===== src/rtl/npu_act_wr_requester_if.sv =====
// npu_act_wr_requester_if
// Groups the lane-side result handshake and the activation-memory write
// request port of one requester.
//   in_valid/in_ready/in_addr/in_acc   : accumulator results from the lane
//   hw_mem_wr/_addr/_data              : level write request, held until acked
//   hw_mem_wr_ack_p                    : one-cycle acknowledge from controller
// Modports:
//   master : the requester (npu_act_wr_requester)
//   slave  : the lane and controller side driving results and acks
interface npu_act_wr_requester_if #(
    parameter int unsigned ACC_W  = 32,
    parameter int unsigned ACT_DW = 16,
    parameter int unsigned ADDR_W = 10
);
    logic              in_valid;
    logic              in_ready;
    logic [ADDR_W-1:0] in_addr;
    logic [ACC_W-1:0]  in_acc;
    logic              hw_mem_wr;
    logic [ADDR_W-1:0] hw_mem_wr_addr;
    logic [ACT_DW-1:0] hw_mem_wr_data;
    logic              hw_mem_wr_ack_p;

    modport master (
        input  in_valid,
        input  in_addr,
        input  in_acc,
        input  hw_mem_wr_ack_p,
        output in_ready,
        output hw_mem_wr,
        output hw_mem_wr_addr,
        output hw_mem_wr_data
    );

    modport slave (
        output in_valid,
        output in_addr,
        output in_acc,
        output hw_mem_wr_ack_p,
        input  in_ready,
        input  hw_mem_wr,
        input  hw_mem_wr_addr,
        input  hw_mem_wr_data
    );
endinterface


===== src/rtl/npu_act_wr_requester.sv =====
// npu_act_wr_requester
// Requester end of one slot of the activation-memory write port. Accumulator
// results are requantised (round-half-up, arithmetic right shift, saturate to
// ACT_DW bits) in a registered stage, buffered in a FIFO_DEPTH-entry FIFO and
// presented as a level write request that is held until the controller acks.
// Ports:
//   clk, resetn  : clock, asynchronous active-low reset
//   bus          : npu_act_wr_requester_if.master (lane handshake + write port)
//   cfg_shift    : requant right-shift 0..31, static while busy
//   idle         : nothing in the stage register or FIFO
//   err_sticky   : [0] input dropped while not ready, [1] ack with no request
// Build option: define NPU_ACT_WR_RELU_EN to clamp negative results to zero.
`ifndef NPU_ACT_DATA_WIDTH
`define NPU_ACT_DATA_WIDTH 16
`endif
`ifndef LOG2_ACT_ADDR_WIDTH
`define LOG2_ACT_ADDR_WIDTH 10
`endif

module npu_act_wr_requester #(
    parameter int unsigned ACC_W      = 32,
    parameter int unsigned ACT_DW     = `NPU_ACT_DATA_WIDTH,
    parameter int unsigned ADDR_W     = `LOG2_ACT_ADDR_WIDTH,
    parameter int unsigned FIFO_DEPTH = 4
) (
    input  logic                          clk,
    input  logic                          resetn,
    npu_act_wr_requester_if.master        bus,
    input  logic [4:0]                    cfg_shift,
    output logic                          idle,
    output logic [1:0]                    err_sticky
);
    localparam int unsigned PtrW = (FIFO_DEPTH > 1) ? $clog2(FIFO_DEPTH) : 1;
    localparam int unsigned CntW = $clog2(FIFO_DEPTH + 1);
    localparam int unsigned TW   = ACC_W + 1;
    localparam int unsigned HiW  = TW - ACT_DW + 1;

    localparam logic [ACT_DW-1:0] ActMax = {1'b0, {(ACT_DW-1){1'b1}}};
`ifndef NPU_ACT_WR_RELU_EN
    localparam logic [ACT_DW-1:0] ActMin = {1'b1, {(ACT_DW-1){1'b0}}};
`endif

    // Stage 1 registers
    logic              s1_valid_q, s1_valid_d;
    logic [ADDR_W-1:0] s1_addr_q,  s1_addr_d;
    logic [ACT_DW-1:0] s1_data_q,  s1_data_d;

    // FIFO state
    logic [ADDR_W-1:0] mem_addr_q [FIFO_DEPTH];
    logic [ADDR_W-1:0] mem_addr_d [FIFO_DEPTH];
    logic [ACT_DW-1:0] mem_data_q [FIFO_DEPTH];
    logic [ACT_DW-1:0] mem_data_d [FIFO_DEPTH];
    logic [PtrW-1:0]   wr_ptr_q, wr_ptr_d;
    logic [PtrW-1:0]   rd_ptr_q, rd_ptr_d;
    logic [CntW-1:0]   cnt_q,    cnt_d;
    logic [1:0]        err_q,    err_d;

    // Requantisation datapath
    logic [TW-1:0]        rnd_bias;
    logic signed [TW-1:0] round_t;
    logic signed [TW-1:0] shifted_t;
    logic [HiW-1:0]       hi_bits;
    logic                 fits;
    logic [ACT_DW-1:0]    req_data;

    logic [CntW:0] occupancy;
    logic          in_ready_c;
    logic          accept;
    logic          push;
    logic          pop;
    logic          wr_req;

    always_comb begin
        rnd_bias = '0;
        if (cfg_shift != 5'd0) begin
            rnd_bias = TW'(1) << (cfg_shift - 5'd1);
        end
        // One extra bit so adding the rounding bias can never wrap.
        round_t   = $signed({bus.in_acc[ACC_W-1], bus.in_acc}) + $signed(rnd_bias);
        shifted_t = round_t >>> cfg_shift;
        // Value fits in ACT_DW bits iff all bits from the ACT_DW sign position up agree.
        hi_bits   = shifted_t[TW-1:ACT_DW-1];
        fits      = (&hi_bits) | ~(|hi_bits);
`ifdef NPU_ACT_WR_RELU_EN
        if (shifted_t[TW-1]) begin
            req_data = '0;
        end else if (!fits) begin
            req_data = ActMax;
        end else begin
            req_data = shifted_t[ACT_DW-1:0];
        end
`else
        if (fits) begin
            req_data = shifted_t[ACT_DW-1:0];
        end else if (shifted_t[TW-1]) begin
            req_data = ActMin;
        end else begin
            req_data = ActMax;
        end
`endif
    end

    always_comb begin
        // Stage-1 occupancy is counted so a registered result always has a slot.
        occupancy  = {1'b0, cnt_q} + {{CntW{1'b0}}, s1_valid_q};
        in_ready_c = occupancy < (CntW + 1)'(FIFO_DEPTH);
        wr_req     = cnt_q != '0;
        accept     = bus.in_valid & in_ready_c;
        push       = s1_valid_q;
        pop        = bus.hw_mem_wr_ack_p & wr_req;

        s1_valid_d = accept;
        s1_addr_d  = accept ? bus.in_addr : s1_addr_q;
        s1_data_d  = accept ? req_data    : s1_data_q;

        mem_addr_d = mem_addr_q;
        mem_data_d = mem_data_q;
        if (push) begin
            mem_addr_d[wr_ptr_q] = s1_addr_q;
            mem_data_d[wr_ptr_q] = s1_data_q;
        end

        wr_ptr_d = push ? wr_ptr_q + PtrW'(1) : wr_ptr_q;
        rd_ptr_d = pop  ? rd_ptr_q + PtrW'(1) : rd_ptr_q;

        unique case ({push, pop})
            2'b10:   cnt_d = cnt_q + CntW'(1);
            2'b01:   cnt_d = cnt_q - CntW'(1);
            default: cnt_d = cnt_q;
        endcase

        err_d = err_q | {bus.hw_mem_wr_ack_p & ~wr_req, bus.in_valid & ~in_ready_c};
    end

    always_ff @(posedge clk or negedge resetn) begin
        if (!resetn) begin
            s1_valid_q <= 1'b0;
            s1_addr_q  <= '0;
            s1_data_q  <= '0;
            wr_ptr_q   <= '0;
            rd_ptr_q   <= '0;
            cnt_q      <= '0;
            err_q      <= '0;
            for (int i = 0; i < int'(FIFO_DEPTH); i++) begin
                mem_addr_q[i] <= '0;
                mem_data_q[i] <= '0;
            end
        end else begin
            s1_valid_q <= s1_valid_d;
            s1_addr_q  <= s1_addr_d;
            s1_data_q  <= s1_data_d;
            wr_ptr_q   <= wr_ptr_d;
            rd_ptr_q   <= rd_ptr_d;
            cnt_q      <= cnt_d;
            err_q      <= err_d;
            mem_addr_q <= mem_addr_d;
            mem_data_q <= mem_data_d;
        end
    end

    assign bus.in_ready       = in_ready_c;
    assign bus.hw_mem_wr      = wr_req;
    assign bus.hw_mem_wr_addr = mem_addr_q[rd_ptr_q];
    assign bus.hw_mem_wr_data = mem_data_q[rd_ptr_q];
    assign idle               = (cnt_q == '0) & ~s1_valid_q;
    assign err_sticky         = err_q;
endmodule


===== src/flat_wrapper.sv =====
// flat-port wrapper written by rule: the top's interface ports become plain ports
module npu_act_wr_requester_flat 
#(
    parameter int unsigned ACC_W      = 32,
    parameter int unsigned ACT_DW     = `NPU_ACT_DATA_WIDTH,
    parameter int unsigned ADDR_W     = `LOG2_ACT_ADDR_WIDTH,
    parameter int unsigned FIFO_DEPTH = 4
)
  (clk, resetn, cfg_shift, idle, err_sticky, bus_in_valid, bus_in_addr, bus_in_acc, bus_hw_mem_wr_ack_p, bus_in_ready, bus_hw_mem_wr, bus_hw_mem_wr_addr, bus_hw_mem_wr_data);
  npu_act_wr_requester_if #(.ACC_W(ACC_W), .ACT_DW(ACT_DW), .ADDR_W(ADDR_W)) bus_i ();
  input  logic clk;
  input  logic resetn;
  input  logic [4:0] cfg_shift;
  output logic idle;
  output logic [1:0] err_sticky;
  input wire logic [$bits(bus_i.in_valid)-1:0] bus_in_valid;
  input wire logic [$bits(bus_i.in_addr)-1:0] bus_in_addr;
  input wire logic [$bits(bus_i.in_acc)-1:0] bus_in_acc;
  input wire logic [$bits(bus_i.hw_mem_wr_ack_p)-1:0] bus_hw_mem_wr_ack_p;
  output wire logic [$bits(bus_i.in_ready)-1:0] bus_in_ready;
  output wire logic [$bits(bus_i.hw_mem_wr)-1:0] bus_hw_mem_wr;
  output wire logic [$bits(bus_i.hw_mem_wr_addr)-1:0] bus_hw_mem_wr_addr;
  output wire logic [$bits(bus_i.hw_mem_wr_data)-1:0] bus_hw_mem_wr_data;
  assign bus_i.in_valid = bus_in_valid;
  assign bus_i.in_addr = bus_in_addr;
  assign bus_i.in_acc = bus_in_acc;
  assign bus_i.hw_mem_wr_ack_p = bus_hw_mem_wr_ack_p;
  assign bus_in_ready = bus_i.in_ready;
  assign bus_hw_mem_wr = bus_i.hw_mem_wr;
  assign bus_hw_mem_wr_addr = bus_i.hw_mem_wr_addr;
  assign bus_hw_mem_wr_data = bus_i.hw_mem_wr_data;
  npu_act_wr_requester #(.ACC_W(ACC_W), .ACT_DW(ACT_DW), .ADDR_W(ADDR_W), .FIFO_DEPTH(FIFO_DEPTH)) u_core (.clk(clk), .resetn(resetn), .bus(bus_i), .cfg_shift(cfg_shift), .idle(idle), .err_sticky(err_sticky));
endmodule

===== config.mk =====
export PLATFORM = sky130hd
export DESIGN_NAME = npu_act_wr_requester_flat
export DESIGN_NICKNAME = d
export VERILOG_FILES = /design/src/rtl/npu_act_wr_requester_if.sv /design/src/rtl/npu_act_wr_requester.sv /design/src/flat_wrapper.sv
export SDC_FILE = /design/constraint.sdc
export NUM_CORES = 1
export LEC_CHECK = 0
export CORE_MARGIN = 4
export CORE_UTILIZATION = 51
export DETAILED_ROUTE_END_ITERATION = 12
export DONT_BUFFER_PORTS = 1
export MAX_ROUTING_LAYER = met4
export PLACE_DENSITY = 0.74
export SLEW_MARGIN = 20
export SYNTH_ARGS = -nofsm -noshare
export SYNTH_HDL_FRONTEND = slang
export SYNTH_SLANG_ARGS = --single-unit

===== constraint.sdc =====
create_clock -name clk -period 7.6 [get_ports clk]
set_input_delay 1.9 -clock clk [delete_from_list [all_inputs] [get_ports clk]]
set_output_delay 1.9 -clock clk [all_outputs]
set_load 0.01 [all_outputs]

Yosys cells after proc, flatten, opt, wreduce, memory -nomap -nowiden
Index checks and enable logic that the tools add are counted.

word-level totals
  output and inout bits = 31
  logic and storage cells = 66
  register bits after elaboration = 140
  input bits = 51

operators by class
  mux-type cells = 16
  bitwise operators = 13
  magnitude comparators = 4
  shift operators = 2
  add/subtract/negate cells = 7
  equal/unequal tests = 2
  reduce and logical (&&, ||, !) cells = 7

operators with widths
  kind                                                                   count
  16-bit 2-to-1 mux                                                      5
  64-bit bitwise mux                                                     1
  40-bit bitwise mux                                                     1
  32-bit by 33-bit adder with 33-bit output                              1
  33-bit 2-to-1 mux                                                      1
  1-bit by 5-bit left shift with 33-bit output (first input constant)    1
  33-bit by 5-bit >>> shifter with 33-bit output                         1
  16-bit binary-select mux with 2-bit select                             1
  16-bit demux with 2-bit select                                         1
  10-bit 2-to-1 mux                                                      3
  10-bit binary-select mux with 2-bit select                             1
  10-bit demux with 2-bit select                                         1
  18-bit AND reduction                                                   1
  18-bit OR reduction                                                    1
  3-bit >= comparator (second input constant)                            2
  2-bit NOT with 3-bit output                                            2
  3-bit one-hot mux with 2 select lines                                  1
  1-bit bitwise AND                                                      5
  5-bit nonzero test                                                     1
  5-bit by 1-bit subtractor with 5-bit output (second input constant)    1
  2-bit by 1-bit adder with 2-bit output (second input constant)         2
  3-bit by 1-bit adder with 4-bit output                                 1
  4-bit by 3-bit < comparator with 1-bit output (second input constant)  1
  1-bit NOT                                                              4
  other kinds (11)                                                       11

Depth between registers and ports, before layout
  depth after elaboration = 9
  depth in mapped cells = 24
  mapped depth without buffers = 18

Worst setup path after synthesis
OpenSTA, ideal clock, no wires.

  kind = input-to-reg
  start = input port cfg_shift[4]
  end = register u_core.s1_data_q[4]
  arrival time = 6826 ps
  setup time = 118 ps
  stages = 21
  setup slack = 656 ps
  buffers on the path = 5
  cell sequence = clkbuf_1 clkbuf_1 clkbuf_1 buf_1 nor3_1 ha_1 fa_1 a211oi_1 o21ai_1 a211o_1 a21o_1 nor4_4 nor2_1 o211a_1 mux4_2 nor4b_2 o2111ai_1 o21ai_2 buf_4 a21oi_1 a21o_1

on the way
  cells in the longest elaborated chain, start to end = 9
  elaborated cells between the ends (all ways) = 12

ends and longest elaborated chain
  element                                           RTL line                     RTL
  start, declared                                   flat_wrapper.sv:13           input logic [4:0] cfg_shift;
  5-bit by 1-bit subtractor with 5-bit output       npu_act_wr_requester.sv:76   rnd_bias = TW'(1) << (cfg_shift - 5'd1);
  1-bit by 5-bit left shift with 33-bit output      npu_act_wr_requester.sv:76
  33-bit 2-to-1 mux                                 npu_act_wr_requester.sv:75   if (cfg_shift != 5'd0) begin
  32-bit by 33-bit adder with 33-bit output         npu_act_wr_requester.sv:79   round_t = $signed({bus.in_acc[ACC_W-1], bus.in_acc}) + $signed(rnd_bias);
  33-bit by 5-bit >>> shifter with 33-bit output *  npu_act_wr_requester.sv:80   shifted_t = round_t >>> cfg_shift;
  18-bit OR reduction                               npu_act_wr_requester.sv:83   fits = (&hi_bits) | ~(|hi_bits);
  1-bit NOT                                         npu_act_wr_requester.sv:83
  1-bit OR                                          npu_act_wr_requester.sv:83
  16-bit 2-to-1 mux *                               npu_act_wr_requester.sv:93   if (fits) begin
  end signal, assigned                              npu_act_wr_requester.sv:151  s1_data_q <= s1_data_d;
  end, declared                                     npu_act_wr_requester.sv:46   logic [ACT_DW-1:0] s1_data_q, s1_data_d;

Mark *: on every way between the ends. The rest lies on a longest branch, timed or not.
A chain may end at the register's enable or synchronous reset.

Final worst setup path
  start = input port cfg_shift[0]
  end = register u_core.s1_data_q[7]

Same word-level chain as after synthesis.

==> results.cfg <==
[grt]
grt_max_degree = 141
grt_use_total = 0.2606
grt_overflow_total = 0
grt_pass1_vias = 8817
grt_pass1_wl_mm = 48.22
antenna_found_initial = 0

[clock_tree]
cts_tree = yes
cts_setup_buffers = 0
clock_path_buffers = 2
clk-insertion-delay-late_ns = 0.42
htree_num_levels = 4
path_clk_slew_ns = 0.06
ctsResizeCount = 0
ctsHoldBuffers = 0
clock_sinks = 140
cts_buffers = 17
cts_root_buffer = clkbuf_16

[synth]
synth_fp_nets = 1208
synth_top_flop_cell = dfrtp_1
synth_most_common_cell = dfrtp_1
syn_area_um2 = 10650
ys_ff_latch = 140
synth_edf_count = 0
ys_top_cells_by_count = dfrtp_1 (140), nand2_1 (121), mux2_2 (112)
avgSynthCellArea_um2 = 9.522
synth_cell_type_count = 86
syn_inst = 1118
synth.area.top_cells = dfrtp_1 (33%), mux2_2 (12%), mux4_2 (8.0%)
synth_area_leader_cell = dfrtp_1
seq_area_frac_synth = 0.3291
ys_async_sr_fraction = 1.000
synth_top_cell_area_share = 0.3291
yosysWarnings = 0

[routing]
via_per_inst = 6.691
drc = 0
vias = 9127
drtAntennaViolNets = 0
drtIter0Drc = 949
first_pass_iters = 7
wire_per_inst_um = 22.09
wl_mm = 30.13

[worst_setup_path]
r2r_cells = 9
critPathLaunchType = primary input
cp_max_fo = 36
arrival_ns = 7.29
critPathKind = in2reg
crit_chain = inv_2, nand2_1, nand3_1, nor2_1, ha_1, nand2_1, o21a_1, o21ai_0, a21oi_1, o21ai_0, nor2_1, a222oi_1, nand3_1, a2111oi_0, o2111ai_1, o21ai_2, buf_4, a21oi_1, a21o_1
cp-end-kind = flop
slowest_stage = o21ai_0
critical_path.max_stage_delay_ns = 0.77
required_ns = 7.91

[timing]
slew_headroom = 0.3594
finalSetupViolCount = 0
final.setup_skew_ns = 0.01427
tns_ns = 0
fin_crit_sh = 0.9175
hold_viol_final = 0
tightest_slew_ns = 0.9608
drv_slew = 0
fmax_mhz = 143.4
grt_setup_unrepaired = false
period_needed_ns = 6.973

[pwr]
p_leak_nw = 4.904
p_switching_mw = 1.196
seqPwrFrac = 0.410
p_sw_frac = 0.3567
ir_drop_uv = 188.5
powerDensity_nw_per_um2 = 294.8
clkPwrFrac = 0.221
combPwrFrac = 0.369
intPower_mw = 2.158

[flow_run]
cap_viol_max_count = 0

[worst_hold_path]
min_path_type = reg2reg
min_delay_path_depth = 1

[placed_design]
port_buffers = 0
dp_hpwl_mm = 21.47
place_congestion = 1.006

[floorplanning]
core_um2 = 20360
ios = 82
die_x_um = 152.5
dieArea_um2 = 23250
die_height_um = 152.5
rows = 52
initial_utilization = 0.5227

[cells_and_area]
finish.utilization = 0.5587
antenna_cells = 0
drive_above_1_share = 0.2075
layout.nets = 1171
synthToLayoutAreaGrowth_pct = 6.888

[status]
status = complete, no violations
layer usage:
layer  vias up  track usage  part of all wire
li1       4157            -                 -
met1      4449       0.3501              0.42
met2       459       0.4111              0.48
met3        62      0.04203             0.078
met4         0      0.07849             0.022
met5         -            -                 0
through the flow:
step	total power [mW]	std cells	hold WS (ns)	instance area (µm²)	setup slack, ns
after global placement	2.544	1332	0.4752	10840	0.4565
after detailed placement	2.605	1332	0.4889	10840	0.4839
final	3.354	1364	0.5015	11380	0.6268
after global routing	3.550	1364	0.5166	11380	0.3962
after floorplan	2.296	1118	0.4554	10650	0.6562
after CTS	3.376	1364	0.5027	11380	0.9056
power by group through the flow:
stage | combinational, mW | sequential, mW | clock (mW)
floorplan | 1.06 | 1.23 | 0
global placement | 1.19 | 1.36 | 0
detailed placement | 1.23 | 1.38 | 0
CTS | 1.24 | 1.37 | 0.757
global route | 1.33 | 1.43 | 0.790
finish | 1.24 | 1.37 | 0.742
registers in the layout (all words and copies together), names as in the netlist:
register,cells
u_core.mem_addr_q,40
u_core.rd_ptr_q,2
u_core.err_sticky,2
u_core.push,1
u_core.s1_addr_q,10
u_core.cnt_q,3
u_core.s1_data_q,16
u_core.wr_ptr_q,2
u_core.mem_data_q,64
placed cells by master (no fill, tap or decap), types with 8 or more instances in the layout:
cell type / instances
a21oi_1: 70
o21ai_0: 47
o21a_1: 8
nand4_1: 18
nor2_1: 107
o211ai_1: 8
buf_4: 25
and2_1: 9
mux4_2: 38
xnor2_1: 10
clkbuf_16: 17
xor2_1: 19
ha_1: 37
dfrtp_1: 139
nand2_1: 121
nor3_1: 28
nand3_1: 28
inv_1: 13
a211oi_1: 21
mux2_2: 112
o21ai_1: 9
mux2i_1: 20
a21o_1: 22
worst paths after layout:
check	startpoint	endpoint	slack, ns
worst max register to register	u_core.push$_DFF_PN0_	u_core.s1_data_q[7]$_DFFE_PN0P_	4.39
max in group asynchronous	resetn	u_core.mem_data_q[43]$_DFFE_PN0P_	6.25
worst min-delay path	u_core.mem_data_q[16]$_DFFE_PN0P_	u_core.mem_data_q[16]$_DFFE_PN0P_	0.50
worst min register to register	u_core.mem_data_q[16]$_DFFE_PN0P_	u_core.mem_data_q[16]$_DFFE_PN0P_	0.50
worst max-delay path	cfg_shift[0]	u_core.s1_data_q[7]$_DFFE_PN0P_	0.63
min in group asynchronous	resetn	u_core.rd_ptr_q[1]$_DFFE_PN0P_	1.18
critical path: cells and delay by family:
family | cells | cell delay [ns]
AO/OA/AOI/OAI | 10 | 3.21
AND/OR/NAND/NOR | 6 | 1.35
adder cells (fa/ha/maj) | 1 | 0.49
buffers and inverters | 2 | 0.32
final cells by class:
class | count | area [µm²]
multi-input cells | 883 | 6761
flip-flops and latches | 140 | 3505
inverters | 14 | 52.55
repair buffers | 25 | 187.7
clock inverters | 12 | 87.58
clock buffers | 20 | 446.7
well taps | 270 | 337.8
fillers | 1740 | 8986
kinds of logic after synthesis:
kind of cell | Yosys count | synth area share
simple gates | 350 | 0.1508
fa+ha+maj | 39 | 0.04725
buf+inv | 95 | 0.03573
flops | 140 | 0.3291
compound gates | 294 | 0.1952
other cells | 1 | 0.0003523
mux | 170 | 0.2177
xor+xnor | 29 | 0.02386
Power figures use the tool's default switching activity.
